--- src/rtl/sponge_absorb.sv ---
// Sponge absorb phase: pads and XORs message words into the rate,
// running the external permutation after every block.
module sponge_absorb #(
    parameter int RWIDTH    = 32,
    parameter int CWIDTH    = 320,
    parameter int LEN_WIDTH = 20
) (
    input  logic                 clk,
    input  logic                 reset,
    input  logic                 start,
    input  logic [LEN_WIDTH-1:0] msg_len,
    input  logic [RWIDTH-1:0]    r_init,
    input  logic [CWIDTH-1:0]    c_init,
    input  logic [RWIDTH-1:0]    in_data,
    input  logic                 in_valid,
    output logic                 in_ready,
    output logic                 perm_go,
    output logic [RWIDTH-1:0]    perm_r,
    output logic [CWIDTH-1:0]    perm_c,
    input  logic [RWIDTH-1:0]    perm_rout,
    input  logic [CWIDTH-1:0]    perm_cout,
    input  logic                 perm_done,
    output logic [RWIDTH-1:0]    r_out,
    output logic [CWIDTH-1:0]    c_out,
    output logic                 absorb_done
);

    typedef enum logic [2:0] {
        IDLE,
        FETCH,
        PADBLK,
        PERM,
        CHECK,
        DONE
    } state_t;

    localparam logic [LEN_WIDTH-1:0] RW = LEN_WIDTH'(RWIDTH);
    localparam logic [RWIDTH-1:0] ONES = {RWIDTH{1'b1}};
    localparam logic [RWIDTH-1:0] TOP  = {1'b1, {(RWIDTH-1){1'b0}}};

    state_t               state, state_d;
    logic [RWIDTH-1:0]    rate, rate_d;
    logic [CWIDTH-1:0]    cap, cap_d;
    logic [LEN_WIDTH-1:0] remaining, remaining_d;
    logic                 pad_pending, pad_pending_d;

    logic [LEN_WIDTH-1:0] take;
    logic [RWIDTH-1:0]    blk;

    // Shifts by take==RWIDTH yield zero, so a full word keeps every
    // bit and gets no pad bit without a separate branch.
    always_comb begin
        take = (remaining >= RW) ? RW : remaining;
        blk  = (in_data & ~(ONES >> take)) | (TOP >> take);
    end

    always_ff @(posedge clk or posedge reset) begin
        if (reset) begin
            state       <= IDLE;
            rate        <= '0;
            cap         <= '0;
            remaining   <= '0;
            pad_pending <= 1'b0;
        end else begin
            state       <= state_d;
            rate        <= rate_d;
            cap         <= cap_d;
            remaining   <= remaining_d;
            pad_pending <= pad_pending_d;
        end
    end

    always_comb begin
        state_d       = state;
        rate_d        = rate;
        cap_d         = cap;
        remaining_d   = remaining;
        pad_pending_d = pad_pending;
        unique case (state)
            IDLE, DONE: begin
                if (start) begin
                    rate_d        = r_init;
                    cap_d         = c_init;
                    remaining_d   = msg_len;
                    pad_pending_d = (msg_len == '0);
                    state_d       = (msg_len != '0) ? FETCH : PADBLK;
                end
            end
            FETCH: begin
                if (in_valid) begin
                    rate_d      = rate ^ blk;
                    remaining_d = remaining - take;
                    if (take == RW && remaining == RW)
                        pad_pending_d = 1'b1;
                    state_d = PERM;
                end
            end
            PADBLK: begin
                rate_d        = rate ^ TOP;
                pad_pending_d = 1'b0;
                state_d       = PERM;
            end
            PERM: begin
                if (perm_done) begin
                    rate_d  = perm_rout;
                    cap_d   = perm_cout;
                    state_d = CHECK;
                end
            end
            CHECK: begin
                if (remaining != '0)
                    state_d = FETCH;
                else if (pad_pending)
                    state_d = PADBLK;
                else
                    state_d = DONE;
            end
            default: state_d = IDLE;
        endcase
    end

    assign in_ready    = (state == FETCH);
    assign perm_go     = (state == PERM);
    assign absorb_done = (state == DONE);
    assign perm_r      = rate;
    assign perm_c      = cap;
    assign r_out       = rate;
    assign c_out       = cap;

endmodule

--- config.mk ---
export PLATFORM = sky130hd
export DESIGN_NAME = sponge_absorb
export DESIGN_NICKNAME = d
export VERILOG_FILES = /design/src/rtl/sponge_absorb.sv
export SDC_FILE = /design/constraint.sdc
export NUM_CORES = 1
export LEC_CHECK = 0
export ABC_AREA = 1
export CAP_MARGIN = 10
export CORE_AREA = 2 2 573 575
export DETAILED_ROUTE_END_ITERATION = 10
export DIE_AREA = 0 0 575 577
export PLACE_DENSITY = 0.36
export SLEW_MARGIN = 20
export SYNTH_ARGS = -nofsm -noshare
export SYNTH_HDL_FRONTEND = slang
export SYNTH_SLANG_ARGS = --single-unit
export TNS_END_PERCENT = 20
--- constraint.sdc ---
create_clock -name clk -period 24.5 [get_ports clk]
set_input_delay 4.9 -clock clk [delete_from_list [all_inputs] [get_ports clk]]
set_output_delay 4.9 -clock clk [all_outputs]
set_load 0.01 [all_outputs]
==> results by group, run 1 <==
Critical path
  • Crit-path slowest cell: buf_4
  • Worst Path Class, Setup: input port to register
  • CP most frequent cell: buf_4
  • Worst Path Max Fanout: 96
  • Crit-path max cell delay: 0.82 ns
  • CP startpoint kind: input port
  • CP required: 25.09 ns
  • CP Capture Type: register
  • Data arrival, critical path: 9.43 ns
  • Reg2reg path depth: 14
  • Critical-path cell list: clkdlybuf4s50_1 > nor2_1 > inv_2 > nand2_1 > a21oi_4 > buf_4 > buf_4 > buf_4 > buf_4 > nand2_1 > o21a_1

Routing
  • 1st-pass router iterations: 5
  • Routed WL: 234100 um
  • Vias: 25630
  • Wire per inst: 27.83 um
  • Final ANT Viol Nets: 0
  • Vias per cell: 3.047
  • Initial DRC Count: 1548
  • DRC Markers: 0

Die
  • DIE WIDTH: 575 um
  • Die ar.: 331800 um2
  • Die height: 577 um
  • Row cnt: 210
  • # IOs: 1468
  • Initial Utilization: 0.07202
  • Core ar.: 325800 um2

Yosys
  • Sequential share of the synthesized area: 0.4010
  • Post-synth EDFFs: 0
  • Mapped Cells: 2953
  • FFs w/ async S/R, synth: 1.000
  • Synth top area cells: dfrtp_1, buf_4, nand2_1
  • Yosys warning count: 0
  • Number of distinct library cells after synthesis: 42
  • Yosys reg bits: 376
  • Syn Nets: 3715
  • Predominant post-synthesis flop cell: dfrtp_1
  • Syn Area/Cell: 7.946 um2
  • Leading area contributor after synthesis: dfrtp_1
  • Cell area after synthesis: 23470 um2
  • Yosys top cell area share: 0.4010

Clock network
  • PostCTS Resize Cnt: 0
  • Clk_lat worst skew: 0.73 ns
  • CTS Root Cell: clkbuf_16
  • Clock Sinks: 376
  • Cts hold-fix bufs: 0
  • Setup Fix Bufs, Post-CTS: 0
  • H-tree levels: 2
  • CTS tree: yes
  • Clk pin slew, worst setup/hold paths: 0.06 ns
  • CTS max path bufs: 3
  • Inserted Clock Buffers: 58

STA
  • Max Freq: 0.1131 GHz
  • Setup TNS: 0 ns
  • Minimum clock period: 8.845 ns
  • Worst Max-Slew Pin Slew: 1.270 ns
  • Worst relative slew slack: 0.1535
  • RSZ-0062 raised after global routing: no
  • Final hold viol count: 0
  • Slew Limit Fails: 0
  • Ratio of final minimum period to clock period: 0.3610
  • Final setup fails: 0
  • Layout Skew: 0.05650 ns

Min path
  • HP Class: register to register
  • Hold Path Cell Cnt: 1

GRT
  • Initial antenna violation count: 156
  • Largest net degree at the start of global routing: 177
  • First-pass GRT wire length: 292400 um
  • Total track usage: 0.1360
  • Grt ovf: 0
  • Vias in the first global route: 25740

Placement
  • Post-DP HPWL: 201900 um
  • Placed insts: 8264
  • Final Wtd Congestion: 0.9562
  • I/O Buffers: 1467

Layout
  • Layout cell share with drive strength beyond 1: 0.1195
  • Post-route insts no fill: 8410
  • Area Overhead vs Synth: 81.68%
  • Fin nets: 4740

Pwr
  • Peak supply drop: 0.07998 mV
  • P_leak: 15.66 nW
  • Cell Pwr Density: 141.0 nW/um2

Job
  • Max_cap viols: 0

Status
  • Status: finished, final reports clean
layer usage:
metal,vias up,track usage,part of all wire
li1,11440,-,-
met1,12430,0.1553,0.39
met2,1389,0.2254,0.46
met3,322,0.06194,0.11
met4,52,0.04127,0.032
met5,-,0,0.0014
logic make-up after synthesis:
logic type / share of synthesized area
AND/OR/NAND/NOR: 0.2428
other: 0.0001598
AO/OA/AOI/OAI: 0.1967
adder cells (fa/ha/maj): 0.0005331
flip-flops: 0.4010
buffers and inverters: 0.1577
XOR/XNOR: 0.001120
cells in the mapped netlist (3+ instances only):
library cell / count
o211ai_1: 5
o21ai_0: 371
nand3_1: 77
buf_4: 354
a21oi_1: 17
inv_2: 6
or2_2: 322
nor2_4: 7
buf_2: 80
inv_1: 66
clkbuf_1: 86
xor2_1: 3
o21a_1: 320
dfrtp_1: 376
nand3b_1: 11
buf_1: 9
o22ai_1: 5
nand2_1: 672
nor3_1: 5
nand4_1: 12
o21bai_1: 7
o21ai_1: 7
nor2_1: 97
nor4_1: 3
nor2_2: 10
nand2_2: 4
o221ai_1: 3
worst max-delay path: cells and delay by family:
family / cells / cell delay, ns
buf+inv: 6 / 3.51
compound gates: 2 / 0.30
simple gates: 3 / 0.33
stage by stage:
stage            util  power (mW)  setup slack [ns]  hold WS, ns  cell area [um2]
2_1_floorplan       -       3.146             9.156       0.4931            23470
4_1_cts        0.1305       6.214             15.71       0.5209            42530
3_3_place_gp   0.1241       5.199             14.91       0.5031            40440
5_1_grt        0.1306       6.449             15.30       0.5334            42560
3_5_place_dp   0.1242       5.211             14.89       0.5078            40470
6_report       0.1308       6.010             15.65       0.5153            42630
final timing paths:
path | start | endpoint | slack, ns
min in group asynchronous | reset | c_out[71]$_DFFE_PP0P_ | 4.65
max | perm_done | c_out[132]$_DFFE_PP0P_ | 15.65
max in group asynchronous | reset | c_out[226]$_DFFE_PP0P_ | 17.27
min | c_out[229]$_DFFE_PP0P_ | c_out[229]$_DFFE_PP0P_ | 0.52
max reg2reg | state[1]$_DFFE_PP0P_ | c_out[132]$_DFFE_PP0P_ | 18.51
min reg2reg | c_out[229]$_DFFE_PP0P_ | c_out[229]$_DFFE_PP0P_ | 0.52
flip-flops by register name, summed over array words and instances, names as in the netlist:
name and cells:
pad_pending 1, remaining 20, state 3, c_out 320, perm_r 32
area by class of cell:
type	instances	area (um2)
Fill cell	37400	283200
Timing Repair Buffer	1495	14960
Multi-Input combinational cell	1974	10380
Sequential cell	376	9409
Tap cell	4346	5438
Clock buffer	90	1815
Inverter	73	289.0
Clock inverter	17	245.2
Antenna cell	39	97.59
where the power goes:
group	total [mW]	internal [mW]	switching, mW
registers	1.38	0.955	0.424
logic	3.70	1.63	2.07
clock network	0.933	0.567	0.366
total	6.01	3.15	2.86
layout by cell type (no fill, tap or decap), types with 4 or more instances in the layout:
master              n
nor2_4              7
buf_4              23
inv_1              65
nor2_1             97
dfrtp_1           376
o21ai_1             7
o21bai_1            7
nand3b_1           11
clkinv_2            8
nand2_1           672
o22ai_1             5
clkdlybuf4s50_1  1467
o21a_1            320
nor3_1              5
clkbuf_1           11
nand3_1            77
or2_2             322
o211ai_1            5
clkbuf_16          61
nor2_2             10
o21ai_0           371
nand2_2             4
bufinv_16           6
diode_2            39
nand4_1            12
inv_2               5
clkbuf_8           18
a21oi_1            16
(Power assumes the default switching activity.)
==> run 2, diff against run 1 <==
==> constraint.sdc (replaced) <==
create_clock -name clk -period 8.8 [get_ports clk]
set_input_delay 1.76 -clock clk [delete_from_list [all_inputs] [get_ports clk]]
set_output_delay 1.76 -clock clk [all_outputs]
set_load 0.01 [all_outputs]
==> results by group, run 2 (synthesis gave the netlist of run 1 again) <==
Die
  • # IOs: 1468
  • Core ar.: 325800 um2
  • Die height: 577 um
  • DIE WIDTH: 575 um
  • Die ar.: 331800 um2
  • Row cnt: 210
  • Initial Utilization: 0.07202

Critical path
  • Sum of buffers and inverters on the critical path: 4
  • Reg-to-reg endpoint: c_out[172]$_DFFE_PP0P_
  • Critical-path cell list: a21oi_4 > buf_4 > inv_2 > nand2_2 > or2_2 > nand2_1 > a21oi_4 > buf_4 > buf_12 > nand2_1 > o21a_1
  • Reg2reg start: state[2]$_DFFE_PP0P_
  • CP delay by family, top: buffers and inverters
  • Worst Path Max Fanout: 168
  • CP required: 9.39 ns
  • CP startpoint kind: register
  • Crit-path slowest cell: buf_4
  • Data arrival, critical path: 4.81 ns
  • CP Capture Type: register
  • Worst Path Class, Setup: register to register
  • Crit-path max cell delay: 0.57 ns
  • Worst R2R Setup Slack: 4.58 ns
  • Reg2reg path depth: 11

Placement
  • Post-DP HPWL: 201100 um
  • I/O Buffers: 1467
  • Final Wtd Congestion: 0.9599

Pwr
  • P_leak: 15.68 nW
  • Cell Pwr Density: 395.2 nW/um2
  • Peak supply drop: 0.6688 mV
  • Tot Pwr: 16.87 mW

Min path
  • HP Class: register to register
  • HP Start: c_out[164]$_DFFE_PP0P_
  • Hold-critical path endpoint: c_out[164]$_DFFE_PP0P_
  • Hold Path Cell Cnt: 1

STA
  • Ratio of final minimum period to clock period: 0.4799
  • Setup TNS: 0 ns
  • Worst Max-Slew Pin Slew: 1.112 ns
  • Worst relative slew slack: 0.2510
  • Final setup fails: 0
  • Max Freq: 0.2368 GHz
  • Minimum clock period: 4.223 ns
  • RSZ-0062 raised after global routing: no
  • Slew Limit Fails: 0
  • Final hold viol count: 0
  • Layout Skew: 0.05554 ns

Routing
  • Final ANT Viol Nets: 0
  • Wire per inst: 27.82 um
  • Initial DRC Count: 1390
  • Vias: 25550
  • Routed WL: 233700 um
  • 1st-pass router iterations: 7
  • DRC Markers: 0
  • Vias per cell: 3.042

Clock network
  • H-tree levels: 2
  • CTS Root Cell: clkbuf_16
  • CTS max path bufs: 3
  • Cts hold-fix bufs: 0
  • Clk pin slew, worst setup/hold paths: 0.07 ns
  • CTS tree: yes
  • Setup Fix Bufs, Post-CTS: 0
  • PostCTS Resize Cnt: 0
  • Inserted Clock Buffers: 60
  • Clock Sinks: 376
  • Clk_lat worst skew: 0.75 ns

Layout
  • Max reg flops: 320
  • Most common cell after layout, fill and taps aside: clkdlybuf4s50_1
  • Most frequent cells in the layout: clkdlybuf4s50_1, nand2_1, dfrtp_1
  • Layout cell share with drive strength beyond 1: 0.1221
  • Fin nets: 4743
  • Area Overhead vs Synth: 81.88%

GRT
  • Vias in the first global route: 25530
  • Grt ovf: 0
  • Initial antenna violation count: 136
  • Largest net degree at the start of global routing: 191
  • First-pass GRT wire length: 290700 um
  • Total track usage: 0.1354

Job
  • Max_cap viols: 0

Status
  • Status: finished, final reports clean
==> run 2: cell count changes in the layout (fill, tap and decap cells not counted), sizes merged, moves of 4 or more <==
cell	delta
inv	+4
diode	-17
clkbuf	-7
clkinvlp	+7
==> run 2: worst max path at each step <==
stage | start | to | slack, ns | cells past startpoint
final | state[2]$_DFFE_PP0P_ | c_out[172]$_DFFE_PP0P_ | 4.58 | 11
after global routing | state[2]$_DFFE_PP0P_ | c_out[182]$_DFFE_PP0P_ | 4.27 | 11
after CTS | state[2]$_DFFE_PP0P_ | perm_go | 4.41 | 2
after detailed placement | perm_done | c_out[151]$_DFFE_PP0P_ | 4.01 | 9
after global placement | perm_done | c_out[176]$_DFFE_PP0P_ | 4.03 | 9
after floorplan | reset | c_out[0]$_DFFE_PP0P_ | 1.99 | 1
==> run 2: worst register-to-register path: stages (launching register included) <==
cell and delay [ns]:
dfrtp_1 0.50, a21oi_4 0.16, buf_4 0.50, inv_2 0.31, nand2_2 0.22, or2_2 0.16
nand2_1 0.08, a21oi_4 0.45, buf_4 0.57, buf_12 0.50, nand2_1 0.47, o21a_1 0.15
==> run 2: layer usage <==
| metal | vias to the layer above | part of all wire | global-route usage |
|---|---|---|---|
| met5 | - | 0.0015 | 0 |
| met4 | 50 | 0.029 | 0.03548 |
| met3 | 329 | 0.12 | 0.06720 |
| met2 | 1375 | 0.47 | 0.2280 |
| met1 | 12380 | 0.38 | 0.1505 |
| li1 | 11420 | - | - |
==> run 2: area by class of cell <==
type,count,area (um2)
Inverter,73,285.3
Fill cell,37490,283100
Timing Repair Buffer,1496,14950
Clock inverter,30,441.7
Tap cell,4346,5438
Clock buffer,82,1714
Multi-Input combinational cell,1974,10380
Antenna cell,22,55.05
Sequential cell,376,9409
==> run 2: power breakdown <==
| part | internal [mW] | leakage (nW) | switching, mW |
|---|---|---|---|
| Sequential | 2.66 | 4.20 | 1.13 |
| Combinational | 4.53 | 10.4 | 5.82 |
| Clock | 1.63 | 1.04 | 1.10 |
==> run 2: metrics by stage <==
| step | hold WS (ns) | area [um2] | cells | worst slack (ns) | utilization |
|---|---|---|---|---|---|
| after global placement | 0.5014 | 40470 | 8265 | 4.028 | 0.1242 |
| after CTS | 0.5235 | 42630 | 8377 | 4.408 | 0.1308 |
| after detailed placement | 0.5102 | 40470 | 8265 | 4.006 | 0.1242 |
| final | 0.5174 | 42680 | 8399 | 4.577 | 0.1310 |
| after floorplan | 0.4931 | 23470 | 2953 | 1.990 | - |
| after global routing | 0.5367 | 42640 | 8383 | 4.273 | 0.1309 |
